File: src/rtl/tt_pkg.sv
// Shared types and default sizing for the truth-table capture block and its record FIFO.
package tt_pkg;

  localparam int unsigned TT_IN_W       = 13;
  localparam int unsigned TT_OUT_W      = 8;
  localparam int unsigned TT_SETTLE     = 2;
  localparam int unsigned TT_FIFO_DEPTH = 4;
  localparam int unsigned TT_REC_W      = TT_IN_W + TT_OUT_W;

  typedef enum logic [2:0] {
    ST_IDLE,
    ST_APPLY,
    ST_CAPTURE,
    ST_DRAIN,
    ST_DONE
  } tt_state_e;

endpackage

File: src/rtl/tt_fifo.sv
// Synchronous first-word-fall-through FIFO for {index, output} records.
// The head entry is visible on head_data whenever empty is low.
module tt_fifo #(
  parameter int unsigned WIDTH = tt_pkg::TT_REC_W,
  parameter int unsigned DEPTH = tt_pkg::TT_FIFO_DEPTH
) (
  input  logic                       clk,
  input  logic                       rst,
  input  logic                       push,
  input  logic [WIDTH-1:0]           push_data,
  input  logic                       pop,
  output logic [WIDTH-1:0]           head_data,
  output logic                       full,
  output logic                       empty,
  output logic [$clog2(DEPTH):0]     count
);

  localparam int unsigned AW = $clog2(DEPTH);
  localparam int unsigned CW = AW + 1;

  logic [WIDTH-1:0] mem_q [DEPTH];
  logic [AW-1:0]    wr_ptr_q, wr_ptr_d;
  logic [AW-1:0]    rd_ptr_q, rd_ptr_d;
  logic [CW-1:0]    count_q, count_d;
  logic             do_push, do_pop;

  assign full      = (count_q == CW'(DEPTH));
  assign empty     = (count_q == '0);
  assign count     = count_q;
  assign head_data = mem_q[rd_ptr_q];

  // A pop from a full FIFO frees the slot in time for a push in the same cycle.
  assign do_pop  = pop && !empty;
  assign do_push = push && (!full || do_pop);

  // NOTE: every signal assigned in always_comb gets a default first, so no path can infer a latch.
  always_comb begin
    wr_ptr_d = wr_ptr_q;
    rd_ptr_d = rd_ptr_q;
    count_d  = count_q + CW'(do_push) - CW'(do_pop);
    if (do_push) wr_ptr_d = wr_ptr_q + AW'(1);
    if (do_pop)  rd_ptr_d = rd_ptr_q + AW'(1);
  end

  // NOTE: sequential state uses non-blocking assignments so every flop samples pre-edge values.
  always_ff @(posedge clk) begin
    if (rst) begin
      wr_ptr_q <= '0;
      rd_ptr_q <= '0;
      count_q  <= '0;
    end else begin
      wr_ptr_q <= wr_ptr_d;
      rd_ptr_q <= rd_ptr_d;
      count_q  <= count_d;
    end
  end

  // NOTE: storage is deliberately not reset; the pointers and count alone define which entries are valid.
  always_ff @(posedge clk) begin
    if (do_push) mem_q[wr_ptr_q] <= push_data;
  end

endmodule

File: src/rtl/tt_capture.sv
// Truth-table recorder: sweeps every input vector into a combinational DUT, captures the
// response after a settle time and streams {index, data} records over a valid/ready port.
module tt_capture
  import tt_pkg::*;
#(
  parameter int unsigned IN_W       = TT_IN_W,
  parameter int unsigned OUT_W      = TT_OUT_W,
  parameter int unsigned SETTLE     = TT_SETTLE,
  parameter int unsigned FIFO_DEPTH = TT_FIFO_DEPTH
) (
  input  logic             clk,
  input  logic             rst,
  input  logic             start,
  output logic [IN_W-1:0]  i_x,
  input  logic [OUT_W-1:0] o_y,
  output logic             m_valid,
  input  logic             m_ready,
  output logic [IN_W-1:0]  m_index,
  output logic [OUT_W-1:0] m_data,
  output logic             busy,
  output logic             done
);

  localparam int unsigned REC_W = IN_W + OUT_W;
  localparam int unsigned CNT_W = (SETTLE > 1) ? $clog2(SETTLE) : 1;
  localparam int unsigned CW    = $clog2(FIFO_DEPTH) + 1;
  localparam int unsigned OW    = CW + 1;

  tt_state_e         state_q, state_d;
  logic [IN_W-1:0]   i_x_q, i_x_d;
  logic [CNT_W-1:0]  cnt_q, cnt_d;
  logic [REC_W-1:0]  rec_q, rec_d;
  logic              rec_vld_q, rec_vld_d;
  logic              busy_q, busy_d;
  logic              done_q, done_d;

  logic [REC_W-1:0]  fifo_head;
  logic              fifo_full, fifo_empty, fifo_pop;
  logic [CW-1:0]     fifo_count;
  logic [OW-1:0]     occ_next;
  logic              space_ok;

  tt_fifo #(
    .WIDTH (REC_W),
    .DEPTH (FIFO_DEPTH)
  ) u_fifo (
    .clk       (clk),
    .rst       (rst),
    .push      (rec_vld_q),
    .push_data (rec_q),
    .pop       (fifo_pop),
    .head_data (fifo_head),
    .full      (fifo_full),
    .empty     (fifo_empty),
    .count     (fifo_count)
  );

  assign fifo_pop = !fifo_empty && m_ready;
  // The capture register is always flushed before the next CAPTURE (SETTLE >= 1), so only
  // the FIFO's own occupancy gates a capture.
  assign space_ok = !fifo_full || fifo_pop;
  assign occ_next = OW'(fifo_count) + OW'(rec_vld_q) - OW'(fifo_pop);

  always_comb begin
    state_d   = state_q;
    i_x_d     = i_x_q;
    cnt_d     = cnt_q;
    rec_d     = rec_q;
    rec_vld_d = 1'b0;
    busy_d    = busy_q;
    done_d    = done_q;
    unique case (state_q)
      ST_IDLE, ST_DONE: begin
        if (start) begin
          state_d = ST_APPLY;
          i_x_d   = '0;
          cnt_d   = '0;
          busy_d  = 1'b1;
          done_d  = 1'b0;
        end
      end
      ST_APPLY: begin
        if (cnt_q == CNT_W'(SETTLE - 1)) begin
          state_d = ST_CAPTURE;
          cnt_d   = '0;
        end else begin
          cnt_d = cnt_q + CNT_W'(1);
        end
      end
      ST_CAPTURE: begin
        if (space_ok) begin
          rec_d     = {i_x_q, o_y};
          rec_vld_d = 1'b1;
          if (&i_x_q) begin
            state_d = ST_DRAIN;
          end else begin
            state_d = ST_APPLY;
            i_x_d   = i_x_q + IN_W'(1);
          end
        end
      end
      ST_DRAIN: begin
        // Finish on the edge that accepts the final record, so busy drops exactly then.
        if (occ_next == '0) begin
          state_d = ST_DONE;
          busy_d  = 1'b0;
          done_d  = 1'b1;
        end
      end
      default: state_d = ST_IDLE;
    endcase
  end

  always_ff @(posedge clk) begin
    if (rst) begin
      state_q   <= ST_IDLE;
      i_x_q     <= '0;
      cnt_q     <= '0;
      rec_q     <= '0;
      rec_vld_q <= 1'b0;
      busy_q    <= 1'b0;
      done_q    <= 1'b0;
    end else begin
      state_q   <= state_d;
      i_x_q     <= i_x_d;
      cnt_q     <= cnt_d;
      rec_q     <= rec_d;
      rec_vld_q <= rec_vld_d;
      busy_q    <= busy_d;
      done_q    <= done_d;
    end
  end

  assign i_x     = i_x_q;
  assign busy    = busy_q;
  assign done    = done_q;
  assign m_valid = !fifo_empty;
  assign {m_index, m_data} = fifo_empty ? '0 : fifo_head;

endmodule
File: config.mk
export PLATFORM = sky130hd
export DESIGN_NAME = tt_capture
export DESIGN_NICKNAME = d
export VERILOG_FILES = /design/src/rtl/tt_pkg.sv /design/src/rtl/tt_fifo.sv /design/src/rtl/tt_capture.sv
export SDC_FILE = /design/constraint.sdc
export NUM_CORES = 1
export LEC_CHECK = 0
export ABC_CLOCK_PERIOD_IN_PS = 2900
export BUFFER_PORTS_ARGS = -buffer_cell sky130_fd_sc_hd__buf_4
export CELL_PAD_IN_SITES_DETAIL_PLACEMENT = 1
export CELL_PAD_IN_SITES_GLOBAL_PLACEMENT = 1
export CORE_ASPECT_RATIO = 1.25
export CORE_MARGIN = 2
export CORE_UTILIZATION = 44
export CTS_CLUSTER_SIZE = 20
export DETAILED_ROUTE_END_ITERATION = 8
export MAX_ROUTING_LAYER = met4
export PLACE_DENSITY_LB_ADDON = 0.1
export SLEW_MARGIN = 5
export SYNTH_ARGS = -nofsm -noshare
export SYNTH_HDL_FRONTEND = slang
export SYNTH_HIERARCHICAL = 1
export SYNTH_SLANG_ARGS = --single-unit
File: constraint.sdc
create_clock -name clk -period 2.9 [get_ports clk]
set_input_delay 0.29 -clock clk [delete_from_list [all_inputs] [get_ports clk]]
set_output_delay 0.29 -clock clk [all_outputs]
set_load 0.005 [all_outputs]
## Yosys cells after proc, flatten, opt, wreduce, memory -nomap -nowiden

Memory sizes are Yosys's and may differ from the RTL's. A register that Yosys moved wholly into a read port is not among the register bits.
Index checks and enable logic that the tools add are counted.

| cells by class | value |
|---|---|
| mux-type cells | 24 |
| bitwise gates (word level) | 1 |
| shift operators | 0 |
| magnitude comparators | 0 |
| div/mod/pow operators | 0 |
| $add $sub $neg | 8 |
| equality and inequality tests | 10 |
| reductions and logical operators | 21 |
| $mul | 0 |

Operators by type and width:

| cell | number |
|---|---|
| two-way mux 13 bit | 3 |
| one-hot mux 13 bit (2 select lines) | 1 |
| two-way mux 21 bit | 1 |
| adder 13 x 1 -> 13 bit (second input constant) | 1 |
| AND reduction 13 bit | 1 |
| two-way mux 3 bit | 4 |
| one-hot mux 3 bit (4 select lines) | 1 |
| inequality test 2 bit (second input constant) | 5 |
| two-way mux 1 bit | 8 |
| AND reduction 4 bit | 2 |
| equality test 3 x 2 -> 1 bit (second input constant) | 2 |
| equality test 3 bit (second input constant) | 2 |
| logical NOT 3 bit | 2 |
| two-way mux 2 bit | 3 |
| one-hot mux 1 bit (2 select lines) | 3 |
| nonzero test 2 bit | 3 |
| adder 2 x 1 -> 2 bit (second input constant) | 2 |
| adder 3 x 1 -> 4 bit | 1 |
| logical NOT 4 bit | 1 |
| AND reduction 2 bit | 2 |
| OR reduction 2 bit | 2 |
| subtractor 4 x 1 -> 4 bit | 1 |
| adder 3 x 1 -> 3 bit | 1 |
| equality test 3 x 1 -> 1 bit (second input constant) | 1 |
| 7 further kinds | 11 |

| word-level totals | value |
|---|---|
| word-level logic and storage cells | 75 |
| register bits | 48 |
| input bits | 12 |
| bits in latches | 0 |
| output and inout bits | 37 |
| ROM bits | 0 |
| memories | 1 |
| memory bits (writable) | 84 |

Memory list:

| memory | words | width | rd ports | clocked after Yosys merged registers in | wr ports | line | RTL |
|---|---|---|---|---|---|---|---|
| u_fifo.mem_q | 4 | 21 | 1 | 1 | 1 | tt_fifo.sv:21 | `logic [WIDTH-1:0] mem_q [DEPTH];` |

## Logic depth before layout (Yosys ltp)

Gate-level depths: netlist (run 1).

| depth | value |
|---|---|
| depth in word-level cells | 8 |
| mapped depth | 12 |
| depth with buffers taken out | 12 |

## Modules after synthesis

The synthesis (run 1) kept the hierarchy.

By module, submodules not included:

| module | area an instance (um^2) | times used | cells each | sequential area each (um^2) |
|---|---|---|---|---|
| tt_fifo | 3513.4 | 1 | 156 | 2702.6 |
| tt_capture | 2064.5 | 1 | 254 | 820.8 |

## Worst setup path before layout (run 1)

Ideal clock, no wire load.

| timing | value |
|---|---|
| kind | reg2reg |
| start point | register u_fifo.count_q[1] (netlist: u_fifo/count[1]) |
| end point | register busy_q (netlist: busy) |
| clock period less this slack | 2.786 ns |
| stages on the path, launching flop included | 13 |
| slack | 0.114 ns |
| required time | 2.784 ns |
| data arrival time | 2.670 ns |
| library setup time | 0.116 ns |
| buffers on the path | 0 |
| cells stage by stage | dfxtp_1 nor3_1 nand2b_1 or2_2 nand2_1 ha_1 inv_1 fa_1 nor4bb_1 mux2i_1 a21oi_1 nand3b_1 o211a_1 |

| between the ends | value |
|---|---|
| word-level cells in the longest chain between the ends | 7 |
| elaborated cells between the ends (all ways) | 8 |
| those cells by class | add/sub: 2; eq/ne: 1; reduce/logical: 5 |

Ends and longest elaborated chain:

| element | line | RTL |
|---|---|---|
| start, declared | tt_fifo.sv:24 | `logic [CW-1:0] count_q, count_d;` |
| start signal, assigned | tt_fifo.sv:54 | `count_q <= count_d;` |
| logical NOT 3 bit | tt_fifo.sv:28 | `assign empty = (count_q == '0);` |
| net fifo_empty | tt_capture.sv:38 | `logic fifo_full, fifo_empty, fifo_pop;` |
| logical NOT 1 bit | tt_capture.sv:58 | `assign fifo_pop = !fifo_empty && m_ready;` |
| logical AND 1 bit | tt_capture.sv:58 |  |
| subtractor 4 x 1 -> 4 bit | tt_capture.sv:62 | `assign occ_next = OW'(fifo_count) + OW'(rec_vld_q) - OW'(fifo_pop);` |
| logical NOT 4 bit | tt_capture.sv:104 | `if (occ_next == '0) begin` |
| inequality test 2 bit (no source line) | -- |  |
| AND reduction 3 bit (no source line) | -- |  |
| end signal, assigned | tt_capture.sv:129 | `busy_q <= busy_d;` |
| end, declared | tt_capture.sv:34 | `logic busy_q, busy_d;` |

The timed path passes the listed nets, and every way through them passes these cells.
A chain may end at the register's enable or synchronous reset.

## Worst setup path in the final report (run 1)

| timing | value |
|---|---|
| start point | register u_fifo.count_q[0] (netlist: u_fifo/count[0]) |
| end point | register busy_q (netlist: busy) |

Same word-level chain as after synthesis.

==> impl_metrics.env, run 1 <==
export IMPL_clockRootBuffer="clkbuf_16"
export IMPL_clockBufferDepth=2
export IMPL_crit_required_ns=3.20
export IMPL_diodes=0
export IMPL_worstPathMaxFanout=5
export IMPL_powerDensity_nw_per_um2=671.6
export IMPL_critical_path_max_stage_delay_ns=0.37
export IMPL_grt_pass1_vias=3641
export IMPL_leakage_nw=2.414
export IMPL_synth_seq_cells=134
export IMPL_async_flop_share=0
export IMPL_path_buf_inv=1
export IMPL_fmax_ghz=0.3827
export IMPL_ioPinCount=49
export IMPL_routed_via_count=3375
export IMPL_final_cell_area_um2=6793
export IMPL_port_buffers=48
export IMPL_post_drt_wl_per_cell_um=17.88
export IMPL_core_area_um2=12550
export IMPL_die_area_um2=13600
export IMPL_grt_pass1_wl_um=19170
export IMPL_fillCellCount=1300
export IMPL_yosys_top_cells_count="edfxtp_1 (84), nand2_1 (52), dfxtp_1 (50)"
export IMPL_clkSinkCount=134
export IMPL_synth_edf_count=84
export IMPL_ys_seq_area_frac=0.6317
export IMPL_post_dp_cell_area_um2=6152
export IMPL_slew_headroom=0.5748
export IMPL_worstPathArrival_ns=2.92
export IMPL_tns_ns=0
export IMPL_dr_wl_met2_um=6018
export IMPL_fin_ws_ns=0.2869
export IMPL_clkTransAtPathRegs_ns=0.06
export IMPL_critical_path_startpoint_type="flop"
export IMPL_tightestPinTransition_ns=0.6378
export IMPL_antenna_found_initial=0
export IMPL_syn2layout_area_growth_pct=21.78
export IMPL_syn_area_per_cell_um2=13.60
export IMPL_drive_gt1_frac=0.2754
export IMPL_ant_nets=0
export IMPL_nets=493
export IMPL_synth_top_area_frac=0.4522
export IMPL_ys_warn_count=6
export IMPL_syn_inst=410
export IMPL_grt_usage=0.1922
export IMPL_clk_latency_ns=0.41
export IMPL_cts_inserted_buffers=17
export IMPL_rsz0062_at_grt="false"
export IMPL_drc_errors=0
export IMPL_synth_area_um2=5578
export IMPL_setup_viol=0
export IMPL_path_delay_family="simple AND/OR/NAND/NOR gates"
export IMPL_top_layer="met4"
export IMPL_yosys_area_top_type="edfxtp_1"
export IMPL_cp_slowest_cell="fa_2"
export IMPL_die_x_um=104.7
export IMPL_worstPathCellList="nor3_2 -> nand2b_1 -> or2_2 -> nand2_1 -> ha_1 -> inv_1 -> fa_2 -> nor4bb_2 -> mux2i_1 -> a21oi_2 -> nand3b_1 -> o211a_1"
export IMPL_hold_path_class="in2reg"
export IMPL_drt_iter0_drc=141
export IMPL_fp_dieH_um=129.9
export IMPL_ir_worst_vdd_uv=380.3
export IMPL_dp_hpwl_um=7174
export IMPL_fin_crit_sh=0.9011
export IMPL_wl_met1_um=5118
export IMPL_final_hold_viol_count=0
export IMPL_row_count=46
export IMPL_cts_max_level=4
export IMPL_synth_net_count=433
export IMPL_initial_utilization=0.4446
export IMPL_vias_per_cell=5.184
export IMPL_gp_congestion=0.7897
export IMPL_crit_type="reg2reg"
export IMPL_finClkSkew_ns=0.007132
export IMPL_wl_met3_um=356
export IMPL_ys_flop_type="edfxtp_1"
export IMPL_synth_most_common_cell="edfxtp_1"
export IMPL_cts_tree="built"
export IMPL_drt_wl_total_um=11640
export IMPL_grt_max_degree=38
export IMPL_whs_ns=0.1402
export IMPL_dr_pass1_iters=4
export IMPL_outcome="complete, no violations"
export IMPL_dp_slack_ns=0.1327
export IMPL_ys_types=55
export IMPL_power_mw=4.562
export IMPL_grt_overflow=0
export IMPL_post_cts_setup_buffers=0
export IMPL_period_minus_slack_ns=2.613
export IMPL_crit_path_end_kind="flop"
export IMPL_maxCapViolCount=0
export IMPL_slew_viol_final=0
export IMPL_yosys_top_cells_area="edfxtp_1 (45%), dfxtp_1 (18%), mux4_2 (8.5%)"
-- repair_timing --
action                     4_1_cts  5_1_grt
hold buffers                     0        0
setup endpoints to repair        0        5
gates resized for setup          0        3
-- power breakdown --
group	leakage, nW	switching, mW	internal, mW
logic	0.927	0.125	0.108
clock network	0.292	0.805	1.44
registers	1.19	0.0365	2.05
-- path summary, 6_finish.rpt --
check | from | to | slack, ns | depth (start not counted)
setup / recovery | u_fifo/count[0] | busy | 0.29 | 12
hold / removal | o_y[2] | rec_q[2] | 0.14 | 3
setup reg to reg | u_fifo/count[0] | busy | 0.29 | 12
hold reg to reg | done | done | 0.46 | 2
-- layout by cell type, fill, tap and decap left out, types with 4 or more instances in the layout --
cell	netlist	layout
a21oi_1	31	30
nand2_1	52	52
dfxtp_1	50	50
buf_4	3	60
mux4_2	21	21
nor2b_1	23	23
nand4_1	6	6
edfxtp_1	84	84
ha_1	9	9
nand2b_1	4	4
inv_1	14	14
and2_1	6	6
nor2_1	20	20
xor2_1	11	11
o21ai_0	4	4
bufinv_16	0	4
clkbuf_16	0	17
clkinvlp_4	0	5
nand3_1	5	5
-- tightest hold or removal path, delay by kind of cell --
| family | cells | cell delay, ns |
|---|---|---|
| AO/OA/AOI/OAI | 1 | 0.05 |
| buffers and inverters | 1 | 0.11 |
| AND/OR/NAND/NOR | 1 | 0.05 |
-- cell type report --
class / count / area, µm² / area share
clock buffers: 17 / 425.4 / 0.06263
clock inverters: 15 / 202.7 / 0.02984
inverters: 14 / 52.55 / 0.007736
multi-input cells: 243 / 1928 / 0.2838
flip-flops and latches: 134 / 3523 / 0.5187
well taps: 168 / 210.2 / 0.03095
repair buffers: 60 / 450.4 / 0.06631
-- registers in the layout (all words and copies together) (netlist names), named ones only --
signal and flops:
i_x 13, rec_vld_q 1, cnt_q 1, u_fifo/mem_q 84
state_q 3, done 1, u_fifo/wr_ptr_q 2, rec_q 21
busy 1, u_fifo/count 3, u_fifo/rd_ptr_q 2
-- metal layers --
| metal | GRT usage | vias to the layer above |
|---|---|---|
| met5 | - | - |
| met4 | 0.07137 | 0 |
| met3 | 0.03946 | 14 |
| met2 | 0.3256 | 59 |
| met1 | 0.2294 | 1691 |
| li1 | - | 1611 |
-- cells by family (layout without fill, tap and decap cells) --
group           Yosys count  after routing  share of synthesized area
simple gates            146            146                     0.1460
flops                   134            134                     0.6317
compound gates           48             48                    0.05586
buf+inv                  33            106                    0.02579
mux                      25             25                    0.09287
xor+xnor                 13             13                    0.02041
fa+ha+maj                11             11                    0.02737
-- metrics by stage --
stage | util | cells
4_1_cts | 0.5404 | 651
2_1_floorplan | - | 410
3_5_place_dp | 0.4903 | 619
6_report | 0.5414 | 651
3_3_place_gp | 0.4903 | 619
5_1_grt | 0.5414 | 651
Power figures use the tool's default switching activity.
==> run 2, diff against run 1 <==
Settings changed: CAP_MARGIN set to 15, CORE_ASPECT_RATIO 1.25 to 0.75.
==> run 2 against run 1 <==
Utilization grew 1.0 points. Sequential power is essentially flat. Critical path depth is the same. Worst hold slack lost 0.016 ns. Critical path type unchanged. Largest cell class unchanged.
==> impl_metrics.env, run 2 (synthesized netlist as in run 1, its figures left out) <==
export IMPL_finClkSkew_ns=0.005290
export IMPL_hold_path_class="in2reg"
export IMPL_antenna_found_initial=0
export IMPL_final_hold_viol_count=0
export IMPL_postCtsHoldBufs=0
export IMPL_period_minus_slack_ns=2.654
export IMPL_initial_utilization=0.4533
export IMPL_power_mw=4.436
export IMPL_setup_viol=0
export IMPL_clk_latency_ns=0.41
export IMPL_holdPathEnd="rec_q[5]"
export IMPL_powerDensity_nw_per_um2=653.7
export IMPL_leakage_nw=2.433
export IMPL_instances_no_fill=654
export IMPL_die_x_um=134.0
export IMPL_row_count=35
export IMPL_ant_nets=0
export IMPL_ir_worst_vdd_uv=441.5
export IMPL_drt_wl_total_um=12180
export IMPL_fin_ws_ns=0.2459
export IMPL_clkSinkCount=134
export IMPL_port_buffers=48
export IMPL_tns_ns=0
export IMPL_regMostFlops="u_fifo/mem_q"
export IMPL_syn2layout_area_growth_pct=21.67
export IMPL_clockBufferDepth=2
export IMPL_core_area_um2=12310
export IMPL_crit_path_end_kind="flop"
export IMPL_reg2reg_setup_slack_ns=0.25
export IMPL_slew_headroom=0.5033
export IMPL_dp_slack_ns=0.02282
export IMPL_dp_hpwl_um=7504
export IMPL_cts_tree="built"
export IMPL_diodes=0
export IMPL_r2r_end="busy"
export IMPL_clkTransAtPathRegs_ns=0.06
export IMPL_placedCellCount=620
export IMPL_dr_pass1_iters=4
export IMPL_maxCapViolCount=0
export IMPL_final_cell_mix="edfxtp_1 (84), buf_4 (65), nand2_1 (52)"
export IMPL_fin_crit_sh=0.9152
export IMPL_whs_path_depth=3
export IMPL_slew_viol_final=0
export IMPL_fp_dieH_um=101.5
export IMPL_crit_type="reg2reg"
export IMPL_finish_utilization=0.5515
export IMPL_drive_gt1_frac=0.2848
export IMPL_tightestPinTransition_ns=0.7373
export IMPL_seq_area_um2=3525
export IMPL_vias_per_cell=5.249
export IMPL_r2r_cells=12
export IMPL_grt_overflow=0
export IMPL_grt_usage=0.1983
export IMPL_grt_pass1_wl_um=19400
export IMPL_outcome="complete, no violations"
export IMPL_critical_path_startpoint_type="flop"
export IMPL_grt_max_degree=37
export IMPL_cts_inserted_buffers=17
export IMPL_largest_reg_flops=84
export IMPL_drt_iter0_drc=165
export IMPL_post_drt_wl_per_cell_um=18.62
export IMPL_cts_max_level=4
export IMPL_mostFrequentLayoutCell="edfxtp_1"
export IMPL_drc_errors=0
export IMPL_ioPinCount=49
export IMPL_clockRootBuffer="clkbuf_16"
export IMPL_routed_via_count=3433
export IMPL_fillCellCount=1212
export IMPL_multi_input_area_um2=1933
export IMPL_nets=498
export IMPL_worstPathMaxFanout=5
export IMPL_gp_congestion=0.7271
export IMPL_worstPathArrival_ns=2.96
export IMPL_crit_required_ns=3.21
export IMPL_rr_startpoint="u_fifo/count[0]"
export IMPL_grt_pass1_vias=3619
export IMPL_rsz0062_at_grt="false"
export IMPL_fmax_ghz=0.3768
export IMPL_die_area_um2=13600
export IMPL_hp_start="o_y[5]"
[run 2: final cells by class]
| type | instances | share of cell area |
|---|---|---|
| inverter | 14 | 0.007743 |
| multi-input combinational | 243 | 0.2848 |
| timing repair buffer | 65 | 0.07190 |
| clock inverter | 14 | 0.02231 |
| tap | 166 | 0.03060 |
| clock buffer | 18 | 0.06324 |
| sequential | 134 | 0.5194 |
[run 2: per-layer routing]
metal,part of all wire,up-vias,global-route usage
met1,0.47,1734,0.2492
met4,0.0087,0,0.07449
li1,-,1620,-
met2,0.49,69,0.3247
met3,0.035,10,0.03704
met5,0,-,-
[run 2: critical path: stages, from the launching register on]
cell      delay [ns]
dfxtp_1         0.34
nor3_2          0.05
nand2b_2        0.21
or2_4           0.26
nand2_1         0.06
ha_1            0.16
inv_1           0.07
fa_2            0.39
nor4bb_2        0.30
mux2i_1         0.13
a21oi_2         0.24
nand3b_1        0.18
o211a_1         0.16
[run 2: stage by stage]
stage / hold slack [ns] / area (µm²)
after floorplan: 0.4260 / 5578
after global placement: 0.4392 / 6172
after detailed placement: 0.4498 / 6172
after CTS: 0.1097 / 6753
after global routing: 0.1299 / 6787
final: 0.1246 / 6787
[run 2: worst max path at each step]
stage / from / endpoint / cells past startpoint
2_1_floorplan: u_fifo/count[1] / busy / 12
3_3_place_gp: u_fifo/count[1] / busy / 12
3_5_place_dp: u_fifo/count[1] / busy / 12
4_1_cts: u_fifo/count[1] / busy / 12
5_1_grt: u_fifo/count[2] / busy / 12
6_report: u_fifo/count[0] / busy / 12
[run 2: what timing repair did]
action	in CTS	in global routing
endpoints found under the setup margin	0	5
resized for setup	0	6
hold endpoints to repair	0	0
buffers inserted	0	2
[run 2: power breakdown]
| group | internal (mW) | switching [mW] | total [mW] |
|---|---|---|---|
| Clock | 1.27 | 0.835 | 2.11 |
| Combinational | 0.116 | 0.141 | 0.257 |
| Sequential | 2.04 | 0.0253 | 2.07 |
| Total | 3.43 | 1.00 | 4.44 |
==> run 3, diff against run 2 <==
Settings changed: ABC_CLOCK_PERIOD_IN_PS 2900 to 3050, CORE_UTILIZATION 44 to 49.
Clock period 2.9 ns to 3.05 ns, I/O delays scaled along.
==> run 3 against run 2 <==
Cell count shrank 4.7%. Largest power group unchanged. First-iteration DRC count increased by 21%. Critical path type unchanged. Clock power down 4%. Register-to-register slack better by 0.07 ns. Power is 4.6% lower.
==> impl_metrics.env, run 3 (synthesized netlist as in run 1, its figures left out) <==
export IMPL_outcome="complete, no violations"
export IMPL_diodes=0
export IMPL_worstPathArrival_ns=3.05
export IMPL_critical_path_startpoint_type="flop"
export IMPL_slew_headroom=0.3767
export IMPL_clkSinkCount=134
export IMPL_ir_worst_vdd_uv=389.1
export IMPL_crit_required_ns=3.36
export IMPL_hp_start="o_y[2]"
export IMPL_initial_utilization=0.5060
export IMPL_gp_congestion=0.7785
export IMPL_nets=493
export IMPL_finClkSkew_ns=0.009480
export IMPL_maxCapViolCount=0
export IMPL_grt_pass1_wl_um=19520
export IMPL_dp_hpwl_um=7637
export IMPL_r2r_cells=12
export IMPL_tightestPinTransition_ns=0.9326
export IMPL_instances_no_fill=623
export IMPL_hold_path_class="in2reg"
export IMPL_die_x_um=127.2
export IMPL_mostFrequentLayoutCell="edfxtp_1"
export IMPL_fin_crit_sh=0.8972
export IMPL_power_mw=4.233
export IMPL_syn2layout_area_growth_pct=20.52
export IMPL_cts_tree="built"
export IMPL_clk_latency_ns=0.42
export IMPL_grt_max_degree=38
export IMPL_cts_inserted_buffers=17
export IMPL_largest_reg_flops=84
export IMPL_rsz0062_at_grt="false"
export IMPL_postCtsHoldBufs=0
export IMPL_drc_errors=0
export IMPL_die_area_um2=12260
export IMPL_rr_startpoint="u_fifo/count[1]"
export IMPL_grt_usage=0.2269
export IMPL_routed_via_count=3458
export IMPL_post_drt_wl_per_cell_um=19.91
export IMPL_row_count=33
export IMPL_seq_area_um2=3523
export IMPL_reg2reg_setup_slack_ns=0.31
export IMPL_drt_wl_total_um=12400
export IMPL_regMostFlops="u_fifo/mem_q"
export IMPL_fmax_ghz=0.3654
export IMPL_clkTransAtPathRegs_ns=0.06
export IMPL_placedCellCount=591
export IMPL_tns_ns=0
export IMPL_clockRootBuffer="clkbuf_16"
export IMPL_final_hold_viol_count=0
export IMPL_ant_nets=0
export IMPL_dr_pass1_iters=4
export IMPL_fp_dieH_um=96.40
export IMPL_setup_viol=0
export IMPL_worstPathMaxFanout=5
export IMPL_fillCellCount=1080
export IMPL_holdPathEnd="rec_q[2]"
export IMPL_core_area_um2=11020
export IMPL_r2r_end="busy"
export IMPL_grt_pass1_vias=3582
export IMPL_vias_per_cell=5.551
export IMPL_drt_iter0_drc=200
export IMPL_crit_type="reg2reg"
export IMPL_drive_gt1_frac=0.2754
export IMPL_powerDensity_nw_per_um2=629.6
export IMPL_port_buffers=48
export IMPL_slew_viol_final=0
export IMPL_ioPinCount=49
export IMPL_cts_max_level=4
export IMPL_clockBufferDepth=2
export IMPL_leakage_nw=2.399
export IMPL_grt_overflow=0
export IMPL_period_minus_slack_ns=2.737
export IMPL_whs_path_depth=3
export IMPL_crit_path_end_kind="flop"
export IMPL_whs_ns=0.1435
export IMPL_final_cell_mix="edfxtp_1 (84), buf_4 (60), nand2_1 (52)"
export IMPL_multi_input_area_um2=1928
export IMPL_antenna_found_initial=0
-- run 3: per-stage QoR --
stage / cell area, µm² / util / setup slack, ns
3_3_place_gp: 6117 / 0.5549 / 0.3597
5_1_grt: 6723 / 0.6098 / 0.07697
6_report: 6723 / 0.6098 / 0.3135
2_1_floorplan: 5578 / - / 0.2637
4_1_cts: 6710 / 0.6087 / 0.1296
3_5_place_dp: 6117 / 0.5549 / 0.1485
-- run 3: timing repair --
action / 4_1_cts / 5_1_grt
setup endpoints to repair: 0 / 4
setup buffers: 0 / 0
resized for setup: 0 / 4
-- run 3: final cells by class --
class | count | share of cell area
flip-flops and latches | 134 | 0.5241
multi-input cells | 243 | 0.2868
repair buffers | 60 | 0.06700
clock buffers | 19 | 0.06588
well taps | 140 | 0.02606
clock inverters | 13 | 0.02233
inverters | 14 | 0.007817
-- run 3: critical path, cell delays in order (launching register included) --
cell	delay (ns)
dfxtp_1	0.35
nor3_2	0.06
nand2b_2	0.22
or2_2	0.32
nand2_1	0.08
ha_1	0.16
inv_1	0.06
fa_2	0.37
nor4bb_1	0.30
mux2i_1	0.13
a21oi_2	0.23
nand3b_1	0.19
o211a_1	0.18
-- run 3: how the worst max path moves through the flow --
stage	start	endpoint	slack, ns
after floorplan	u_fifo/count[1]	busy	0.26
after global placement	u_fifo/count[1]	busy	0.36
after detailed placement	u_fifo/count[0]	done	0.15
after CTS	u_fifo/count[1]	done	0.13
after global routing	u_fifo/count[1]	busy	0.08
final	u_fifo/count[1]	busy	0.31
-- run 3: report_power, final --
part           internal, mW  leakage (nW)  switching (mW)  total [mW]
Combinational         0.103         0.927           0.124       0.226
Clock                  1.23         0.278           0.791        2.03
Sequential             1.94          1.19          0.0365        1.98
Total                  3.28          2.40           0.951        4.23
-- run 3: routing by layer --
metal,global-route usage,up-vias,wire length (µm),part of all wire
li1,-,1619,-,-
met1,0.2960,1761,5807,0.47
met2,0.3548,67,6068,0.49
met3,0.06388,11,419,0.034
met4,0.06410,0,109,0.0088
met5,-,-,0,0
